===== src/rtl/wb_pkg.sv =====
// Shared types and widths for the Wishbone classic core bus.
// Imported by the interconnect and its address matcher.
package wb_pkg;

    localparam int WB_ADR_W = 32;
    localparam int WB_DAT_W = 32;
    localparam int WB_SEL_W = 4;

    typedef enum logic [1:0] {
        IDLE = 2'd0,
        BUSY = 2'd1,
        ERR  = 2'd2
    } wb_state_e;

    localparam logic ERR_UNMAPPED = 1'b0;
    localparam logic ERR_TIMEOUT  = 1'b1;

endpackage


===== src/rtl/wb_addr_match.sv =====
// Combinational base/mask address matcher; lowest matching
// slave index wins when windows overlap.
module wb_addr_match
    import wb_pkg::*;
#(
    parameter int NUM_SLAVES = 3,
    parameter int IDX_W      = 2,
    parameter logic [NUM_SLAVES*WB_ADR_W-1:0] SLV_BASE = '0,
    parameter logic [NUM_SLAVES*WB_ADR_W-1:0] SLV_MASK = '0
) (
    input  logic [WB_ADR_W-1:0] adr_i,
    output logic                any_hit_o,
    output logic [IDX_W-1:0]    hit_idx_o
);

    // Walk downwards so the lowest index is written last.
    always_comb begin
        any_hit_o = 1'b0;
        hit_idx_o = '0;
        for (int i = NUM_SLAVES - 1; i >= 0; i--) begin
            if (((adr_i ^ SLV_BASE[WB_ADR_W*i +: WB_ADR_W])
                 & SLV_MASK[WB_ADR_W*i +: WB_ADR_W]) == '0) begin
                any_hit_o = 1'b1;
                hit_idx_o = IDX_W'(i);
            end
        end
    end

endmodule


===== src/rtl/wb_interconnect.sv =====
// 1-master to N-slave Wishbone classic interconnect with
// unmapped-address errors, ack watchdog and sticky error log.
module wb_interconnect
    import wb_pkg::*;
#(
    parameter int NUM_SLAVES = 3,
    parameter logic [NUM_SLAVES*WB_ADR_W-1:0] SLV_BASE =
        {32'h0201_0000, 32'h0200_0000, 32'h8000_0000},
    parameter logic [NUM_SLAVES*WB_ADR_W-1:0] SLV_MASK =
        {32'hFFFF_FFFC, 32'hFFFF_0000, 32'hFFFF_8000},
    parameter int TIMEOUT_CYCLES = 255
) (
    input  logic                           clk,
    input  logic                           rst,
    input  logic                           m_cyc_i,
    input  logic                           m_stb_i,
    input  logic                           m_we_i,
    input  logic [WB_SEL_W-1:0]            m_sel_i,
    input  logic [WB_ADR_W-1:0]            m_adr_i,
    input  logic [WB_DAT_W-1:0]            m_dat_i,
    output logic [WB_DAT_W-1:0]            m_dat_o,
    output logic                           m_ack_o,
    output logic                           m_err_o,
    output logic [NUM_SLAVES-1:0]          s_cyc_o,
    output logic [NUM_SLAVES-1:0]          s_stb_o,
    output logic                           s_we_o,
    output logic [WB_SEL_W-1:0]            s_sel_o,
    output logic [WB_ADR_W-1:0]            s_adr_o,
    output logic [WB_DAT_W-1:0]            s_dat_o,
    input  logic [NUM_SLAVES*WB_DAT_W-1:0] s_dat_i,
    input  logic [NUM_SLAVES-1:0]          s_ack_i,
    output logic                           err_valid_o,
    output logic                           err_code_o,
    output logic [WB_ADR_W-1:0]            err_adr_o,
    input  logic                           err_clr_i
);

    localparam int IDX_W = (NUM_SLAVES > 1) ? $clog2(NUM_SLAVES) : 1;
    localparam int CNT_W =
        (TIMEOUT_CYCLES > 0) ? $clog2(TIMEOUT_CYCLES + 1) : 1;
    localparam bit WD_EN = (TIMEOUT_CYCLES != 0);
    localparam logic [CNT_W-1:0] CNT_TO  = CNT_W'(TIMEOUT_CYCLES);
    localparam logic [CNT_W-1:0] CNT_SAT = '1;

    wb_state_e            state_q, state_d;
    logic [CNT_W-1:0]     cnt_q, cnt_d;
    logic [IDX_W-1:0]     sel_q, sel_d;
    logic [WB_ADR_W-1:0]  adr_q, adr_d;
    logic                 err_valid_q, err_valid_d;
    logic                 err_code_q, err_code_d;
    logic [WB_ADR_W-1:0]  err_adr_q, err_adr_d;

    logic                 any_hit;
    logic [IDX_W-1:0]     hit_idx;
    logic [IDX_W-1:0]     sel;
    logic                 req;
    logic                 route;
    logic                 ack_sel;
    logic [WB_DAT_W-1:0]  dat_sel;
    logic                 log_err;
    logic                 log_code;
    logic [WB_ADR_W-1:0]  log_adr;

    wb_addr_match #(
        .NUM_SLAVES (NUM_SLAVES),
        .IDX_W      (IDX_W),
        .SLV_BASE   (SLV_BASE),
        .SLV_MASK   (SLV_MASK)
    ) u_match (
        .adr_i      (m_adr_i),
        .any_hit_o  (any_hit),
        .hit_idx_o  (hit_idx)
    );

    assign s_we_o  = m_we_i;
    assign s_sel_o = m_sel_i;
    assign s_adr_o = m_adr_i;
    assign s_dat_o = m_dat_i;

    assign req = m_cyc_i & m_stb_i;
    assign sel = (state_q == BUSY) ? sel_q : hit_idx;

    // Reset gates the routed outputs so an aborted cycle never terminates.
    assign route = !rst &&
        ((state_q == IDLE && req && any_hit) || state_q == BUSY);

    always_comb begin
        ack_sel = 1'b0;
        dat_sel = '0;
        s_cyc_o = '0;
        s_stb_o = '0;
        for (int i = 0; i < NUM_SLAVES; i++) begin
            if (sel == IDX_W'(i)) begin
                ack_sel = s_ack_i[i];
                dat_sel = s_dat_i[WB_DAT_W*i +: WB_DAT_W];
                if (route) begin
                    s_cyc_o[i] = m_cyc_i;
                    s_stb_o[i] = m_stb_i;
                end
            end
        end
    end

    assign m_ack_o = route & req & ack_sel;
    assign m_err_o = !rst && (state_q == ERR);
    assign m_dat_o = (!rst && ((state_q == IDLE && any_hit)
                               || state_q == BUSY)) ? dat_sel : '0;

    assign err_valid_o = err_valid_q;
    assign err_code_o  = err_code_q;
    assign err_adr_o   = err_adr_q;

    always_comb begin
        state_d     = state_q;
        cnt_d       = cnt_q;
        sel_d       = sel_q;
        adr_d       = adr_q;
        err_valid_d = err_valid_q & ~err_clr_i;
        err_code_d  = err_code_q;
        err_adr_d   = err_adr_q;
        log_err     = 1'b0;
        log_code    = ERR_UNMAPPED;
        log_adr     = m_adr_i;
        unique case (state_q)
            IDLE: begin
                if (req && any_hit) begin
                    if (!m_ack_o) begin
                        state_d = BUSY;
                        sel_d   = hit_idx;
                        adr_d   = m_adr_i;
                        cnt_d   = CNT_W'(1);
                    end
                end else if (req) begin
                    state_d = ERR;
                    log_err = 1'b1;
                end
            end
            BUSY: begin
                if (!m_cyc_i || m_ack_o) begin
                    state_d = IDLE;
                    cnt_d   = '0;
                end else if (WD_EN && cnt_q == CNT_TO) begin
                    state_d  = ERR;
                    cnt_d    = '0;
                    log_err  = 1'b1;
                    log_code = ERR_TIMEOUT;
                    log_adr  = adr_q;
                end else if (cnt_q != CNT_SAT) begin
                    cnt_d = cnt_q + CNT_W'(1);
                end
            end
            ERR: begin
                state_d = IDLE;
            end
            default: begin
                state_d = IDLE;
            end
        endcase
        // First error wins and beats a simultaneous clear.
        if (log_err && !err_valid_q) begin
            err_valid_d = 1'b1;
            err_code_d  = log_code;
            err_adr_d   = log_adr;
        end
    end

    always_ff @(posedge clk) begin
        if (rst) begin
            state_q     <= IDLE;
            cnt_q       <= '0;
            sel_q       <= '0;
            adr_q       <= '0;
            err_valid_q <= 1'b0;
            err_code_q  <= ERR_UNMAPPED;
            err_adr_q   <= '0;
        end else begin
            state_q     <= state_d;
            cnt_q       <= cnt_d;
            sel_q       <= sel_d;
            adr_q       <= adr_d;
            err_valid_q <= err_valid_d;
            err_code_q  <= err_code_d;
            err_adr_q   <= err_adr_d;
        end
    end

endmodule


===== config.mk =====
export PLATFORM = sky130hd
export DESIGN_NAME = wb_interconnect
export DESIGN_NICKNAME = d
export VERILOG_FILES = /design/src/rtl/wb_pkg.sv /design/src/rtl/wb_addr_match.sv /design/src/rtl/wb_interconnect.sv
export SDC_FILE = /design/constraint.sdc
export NUM_CORES = 1
export LEC_CHECK = 0
export BUFFER_PORTS_ARGS = -buffer_cell sky130_fd_sc_hd__buf_2
export CAP_MARGIN = 20
export CELL_PAD_IN_SITES_DETAIL_PLACEMENT = 0
export CELL_PAD_IN_SITES_GLOBAL_PLACEMENT = 1
export CORE_MARGIN = 2
export CORE_UTILIZATION = 30
export CTS_CLUSTER_SIZE = 16
export DETAILED_ROUTE_END_ITERATION = 10
export GPL_ROUTABILITY_DRIVEN = 0
export PLACE_DENSITY = 0.86
export SYNTH_ARGS = -nofsm -noshare
export SYNTH_HDL_FRONTEND = slang
export SYNTH_SLANG_ARGS = --single-unit
export TNS_END_PERCENT = 10

===== constraint.sdc =====
create_clock -name clk -period 8.88 [get_ports clk]
set_clock_uncertainty 0.2 [all_clocks]
set_input_delay 1.332 -clock clk [delete_from_list [all_inputs] [get_ports clk]]
set_output_delay 1.332 -clock clk [all_outputs]
set_load 0.01 [all_outputs]

### Word level (Yosys, flattened, before mapping)

Cells that the tools add are included.

| storage, ports and cells | value |
|---|---|
| input bits | 173 |
| flip-flop bits (word level) | 78 |
| word-level logic and storage cells | 96 |
| output and inout bits | 143 |

| operators by class | value |
|---|---|
| reductions and logical operators | 23 |
| bitwise operators | 9 |
| equal/unequal tests | 12 |
| $add $sub $neg | 1 |
| mux-type cells | 44 |

Operators by type and width:

| cell | number |
|---|---|
| $mux 32 | 7 |
| $logic_not 32->1 | 3 |
| $mux 8 | 5 |
| $mux 1 | 20 |
| $mux 2 | 9 |
| $pmux 8 s2 | 1 |
| $add 8x1->8 const B | 1 |
| $eq 8x8->1 const B | 1 |
| $logic_and 1x1->1 | 8 |
| $ne 8x8->1 const B | 1 |
| $reduce_and 3->1 | 2 |
| $and 1x1->1 | 4 |
| $eq 2x1->1 const B | 2 |
| $eq 2x2->1 const B | 2 |
| $logic_not 2->1 | 2 |
| $ne 4x1->1 const B | 1 |
| $not 1->1 | 4 |
| $pmux 2 s2 | 1 |
| $reduce_and 4->1 | 1 |
| $logic_not 1->1 | 3 |
| $logic_or 1x1->1 | 3 |
| $ne 3x1->1 const B | 1 |
| $ne 3x2->1 const B | 1 |
| $ne 3x3->1 const B | 1 |
| other kinds (5) | 5 |

### Longest topological paths before layout

| depth | value |
|---|---|
| depth after elaboration | 16 |
| gate-level depth with buffers | 12 |
| gate-level depth less buffers | 8 |

### Hierarchy

Synthesis repeated with hierarchy kept, for this count alone.

| second synthesis, totals | value |
|---|---|
| cell total of the unflattened synthesis | 665 |
| area, all modules | 5093.6 um^2 |

By module, submodules not included:

| module | seq. area each (um^2) | cells each | instances | area each (um^2) |
|---|---|---|---|---|
| wb_interconnect | 1561.5 | 648 | 1 | 4969.8 |
| wb_addr_match | 0.0 | 17 | 1 | 123.9 |

### Worst setup path before layout

Ideal clock, no wire load.

| timing | value |
|---|---|
| path type | input port to output port |
| start point | input m_adr_i[21] |
| end point | output m_dat_o[10] |
| path buffers | 2 |
| data required time | 7.348 ns |
| setup slack | 4.159 ns |
| stages | 9 |
| arrival time | 3.189 ns |
| path through | nor4_2 > nand3b_1 > o31ai_1 > buf_2 > buf_1 > mux2i_1 > nor2_1 > a21oi_1 > nor2_1 |

| between the ends | value |
|---|---|
| longest elaborated chain between the ends | 10 |
| elaborated cells between the ends (all ways) | 20 |
| classes of those cells | eq/ne: 2; mux: 11; reduce/logical: 7 |

RTL lines:

| item | line | text |
|---|---|---|
| start: declaration | wb_interconnect.sv:19 | `input logic [WB_ADR_W-1:0] m_adr_i,` |
| $logic_not 32->1 | wb_addr_match.sv:21 | `if (((adr_i ^ SLV_BASE[WB_ADR_W*i +: WB_ADR_W])` |
| $mux 2 (3 in a row) | wb_addr_match.sv:21 |  |
| $mux 2 | wb_interconnect.sv:81 | `assign sel = (state_q == BUSY) ? sel_q : hit_idx;` |
| $logic_not 2->1 | wb_interconnect.sv:93 | `if (sel == IDX_W'(i)) begin` |
| $mux 32 (3 in a row) | wb_interconnect.sv:93 |  |
| $mux 32 (*) | wb_interconnect.sv:107 | `\|\| state_q == BUSY)) ? dat_sel : '0;` |
| end: declaration | wb_interconnect.sv:21 | `output logic [WB_DAT_W-1:0] m_dat_o,` |

Every way passes the cells marked *; elsewhere a longest branch is shown, timed or not.

### Final worst setup path

| timing | value |
|---|---|
| start point | input m_adr_i[17] |
| end point | output m_ack_o |

| between the ends | value |
|---|---|
| longest elaborated chain between the ends | 10 |
| elaborated cells between the ends (all ways) | 21 |
| classes of those cells | eq/ne: 2; mux: 10; bitwise: 2; reduce/logical: 7 |

RTL lines:

| item | line | text |
|---|---|---|
| $logic_not 32->1 | wb_addr_match.sv:21 |  |
| $mux 2 (3 in a row) | wb_addr_match.sv:21 |  |
| $mux 2 | wb_interconnect.sv:81 |  |
| $logic_not 2->1 | wb_interconnect.sv:93 |  |
| $mux 1 (3 in a row) | wb_interconnect.sv:93 |  |
| $and 1x1->1 (*) | wb_interconnect.sv:104 | `assign m_ack_o = route & req & ack_sel;` |
| end: declaration | wb_interconnect.sv:22 | `output logic m_ack_o,` |

Marked as above.

==> results.py <==
metrics = {
    "timing": {
        "setup_tns_ns": 0,
        "worst_pin_slew_ns": 1.08,
        "slew_violations": 0,
        "hold_violations": 0,
        "rsz0062_at_grt": "no",
        "setup-violations-final": 0,
        "min_period_ns": 5.48,
        "fin_crit_sh": 0.617,
        "fmax_ghz": 0.183,
        "max_slew_margin": 0.281,
    },
    "die": {
        "die_area_mm2": 0.0164,
        "die_y_um": 128,
        "initial_core_util": 0.306,
        "die_w_um": 128,
        "core_area_mm2": 0.0151,
        "rows": 45,
        "boundaryPins": 316,
    },
    "logic_synthesis": {
        "synth_area_leaders": "dfxtp_1, nor2_1, buf_4",
        "async_flop_share": 0,
        "synth_top_cell_by_area": "dfxtp_1",
        "synthCells": 595,
        "ys_types": 47,
        "synth_nets": 769,
        "synth_ff_type": "dfxtp_1",
        "ys_warn_count": 0,
        "ys_seq_elements": 78,
        "netlist_area_mm2": 0.00463,
        "ys_seq_area_frac": 0.337,
        "netlist.area_leader.share": 0.337,
        "syn_area_per_cell_um2": 7.78,
        "synth_edf_count": 0,
    },
    "pwr": {
        "vdd_drop_max_mv": 0.103,
        "power_density_mw_per_mm2": 150,
        "power_frac_comb": 0.131,
        "sw_frac_of_total": 0.241,
        "p_leak_uw": 0.00257,
        "pwr-share-seq": 0.423,
        "clockPowerShare": 0.446,
        "p_int_uw": 660,
        "p_switching_uw": 210,
    },
    "clock_network": {
        "clock-sinks": 78,
        "clock_latency_ns": 0.33,
        "hold_buffers": 0,
        "ctsResizeCount": 0,
        "h-tree-depth": 3,
        "clockBufferDepth": 2,
        "cts.root.buffer_cell": "clkbuf_16",
        "cts_tree": "done",
        "postCtsSetupRepairBufs": 0,
        "clk_pin_slew_worst_paths_ns": 0.06,
        "cts_buffers": 9,
    },
    "worst_hold_path": {
        "hold_path.class": "reg -> reg",
        "worstHoldPathCells": 2,
        "hold_end": "adr_q[14]",
        "hp-start": "adr_q[14]",
    },
    "global_routing": {
        "grt-ovfl-total": 0,
        "grt_max_degree": 64,
        "grt_antenna_before_repair": 1,
        "grt_pass1_vias": 3918,
        "grt_pass1_wl_mm": 21.6,
        "grtUsageTotal": 0.166,
    },
    "place": {
        "place_area_mm2": 0.00546,
        "hpwl_mm": 10.7,
        "io_buffers": 241,
    },
    "critical_path": {
        "cp-end-kind": "output pin",
        "critical_path.max_fanout": 37,
        "reg2reg_slack_ns": 3.88,
        "path_class": "in -> out",
        "r2r_start": "state_q[0]",
        "ff2ff_path_depth": 9,
        "cp.arrival_ns": 3.95,
        "startpoint_type": "input port",
        "required_ns": 7.35,
        "r2r-end": "err_adr_o[1]",
    },
    "drt": {
        "wl_mm": 14.8,
        "drt_iter0_drc": 231,
        "ant_nets": 0,
        "via_per_inst": 4.83,
        "drt_first_pass_iters": 4,
        "drc_errors": 0,
        "wl_per_cell_um": 15.8,
        "detailroute.via_count": 4537,
    },
    "run_status": {
        "status": "finished clean",
    },
    "finish": {
        "antenna_cells": 0,
        "final_cell_mix": "buf_2, nor2_1, dfxtp_1, a21oi_1, nand2_1",
        "num-nets-final": 920,
        "final_area_mm2": 0.00578,
        "final_common_cell": "buf_2",
        "drive_above_1_share": 0.369,
        "syn2layout_area_growth_pct": 24.9,
    },
    "flow_run": {
        "cap_violations": 0,
    },
}
==> sequential cells by signal (all words and copies together) (netlist names) <==
name	flops
cnt_q	8
state_q	2
err_adr_o	32
err_code_o	1
adr_q	32
sel_q	2
err_valid_o	1
==> critical path, cell delays in order <==
cell and delay [ns]:
buf_2 0.11, nor4_2 0.40, nand3b_1 0.24, o31ai_4 0.28, buf_4 0.51, mux2_2 0.45, a22oi_4 0.32, nor3_1 0.11
buf_2 0.17
==> how the worst max path moves through the flow <==
stage | slack [ns] | endpoint | from | cells after the start
6_report | 3.40 | m_ack_o | m_adr_i[17] | 9
5_1_grt | 3.13 | err_adr_o[0] | m_adr_i[26] | 10
4_1_cts | 3.38 | m_ack_o | m_adr_i[21] | 9
3_5_place_dp | 3.05 | err_adr_o[1] | m_adr_i[26] | 10
3_3_place_gp | 3.14 | err_adr_o[1] | m_adr_i[26] | 10
2_1_floorplan | 4.16 | m_dat_o[10] | m_adr_i[21] | 9
==> layout make-up <==
type,instances,area (um2)
multi-input combinational,406,2410
tap,188,235
clock inverter,6,86.3
timing repair buffer,247,1250
fill,1597,9360
clock buffer,10,229
sequential,78,1560
inverter,4,15.0
==> power groups by stage <==
stage	sequential (uW)	combinational, uW	clock, uW
after floorplan	379	73.4	0
after global placement	375	114	0
after global routing	369	126	414
final	368	114	388
after detailed placement	375	115	0
after CTS	368	115	399
==> per-layer routing <==
layer  vias up  GRT usage  wire length (um)
li1       2297          -                 -
met1      2094      0.229              6840
met2       128      0.258              6940
met3        16     0.0497               937
met4         2     0.0330                87
met5         -          0                16
==> through the flow <==
stage                     hold WS (ns)  power (uW)  setup slack (ns)   util  instances
after floorplan                  0.231         453              4.16      -        595
after global placement           0.240         490              3.14  0.361        922
after detailed placement         0.245         490              3.05  0.361        922
after CTS                        0.254         882              3.38  0.382        938
after global routing             0.259         909              3.13  0.382        939
final                            0.250         870              3.40  0.382        939
==> kinds of logic after synthesis <==
logic type / after synthesis / synth area share
AND/OR/NAND/NOR: 246 / 0.231
AO/OA/AOI/OAI: 124 / 0.203
buffers and inverters: 111 / 0.150
flip-flops: 78 / 0.337
multiplexers: 35 / 0.0762
adder cells (fa/ha/maj): 1 / 0.00270
==> synth_stat cells, types with 4 or more instances <==
library cell,count
a21oi_1,62
and2_1,14
buf_2,13
buf_4,69
clkbuf_1,21
dfxtp_1,78
inv_1,4
mux2i_1,33
nand2_1,51
nand3_1,5
nor2_1,140
nor3_1,7
nor3b_1,4
o211ai_1,4
o221a_1,30
o31ai_1,4
or3_1,5
(Power assumes the default switching activity.)
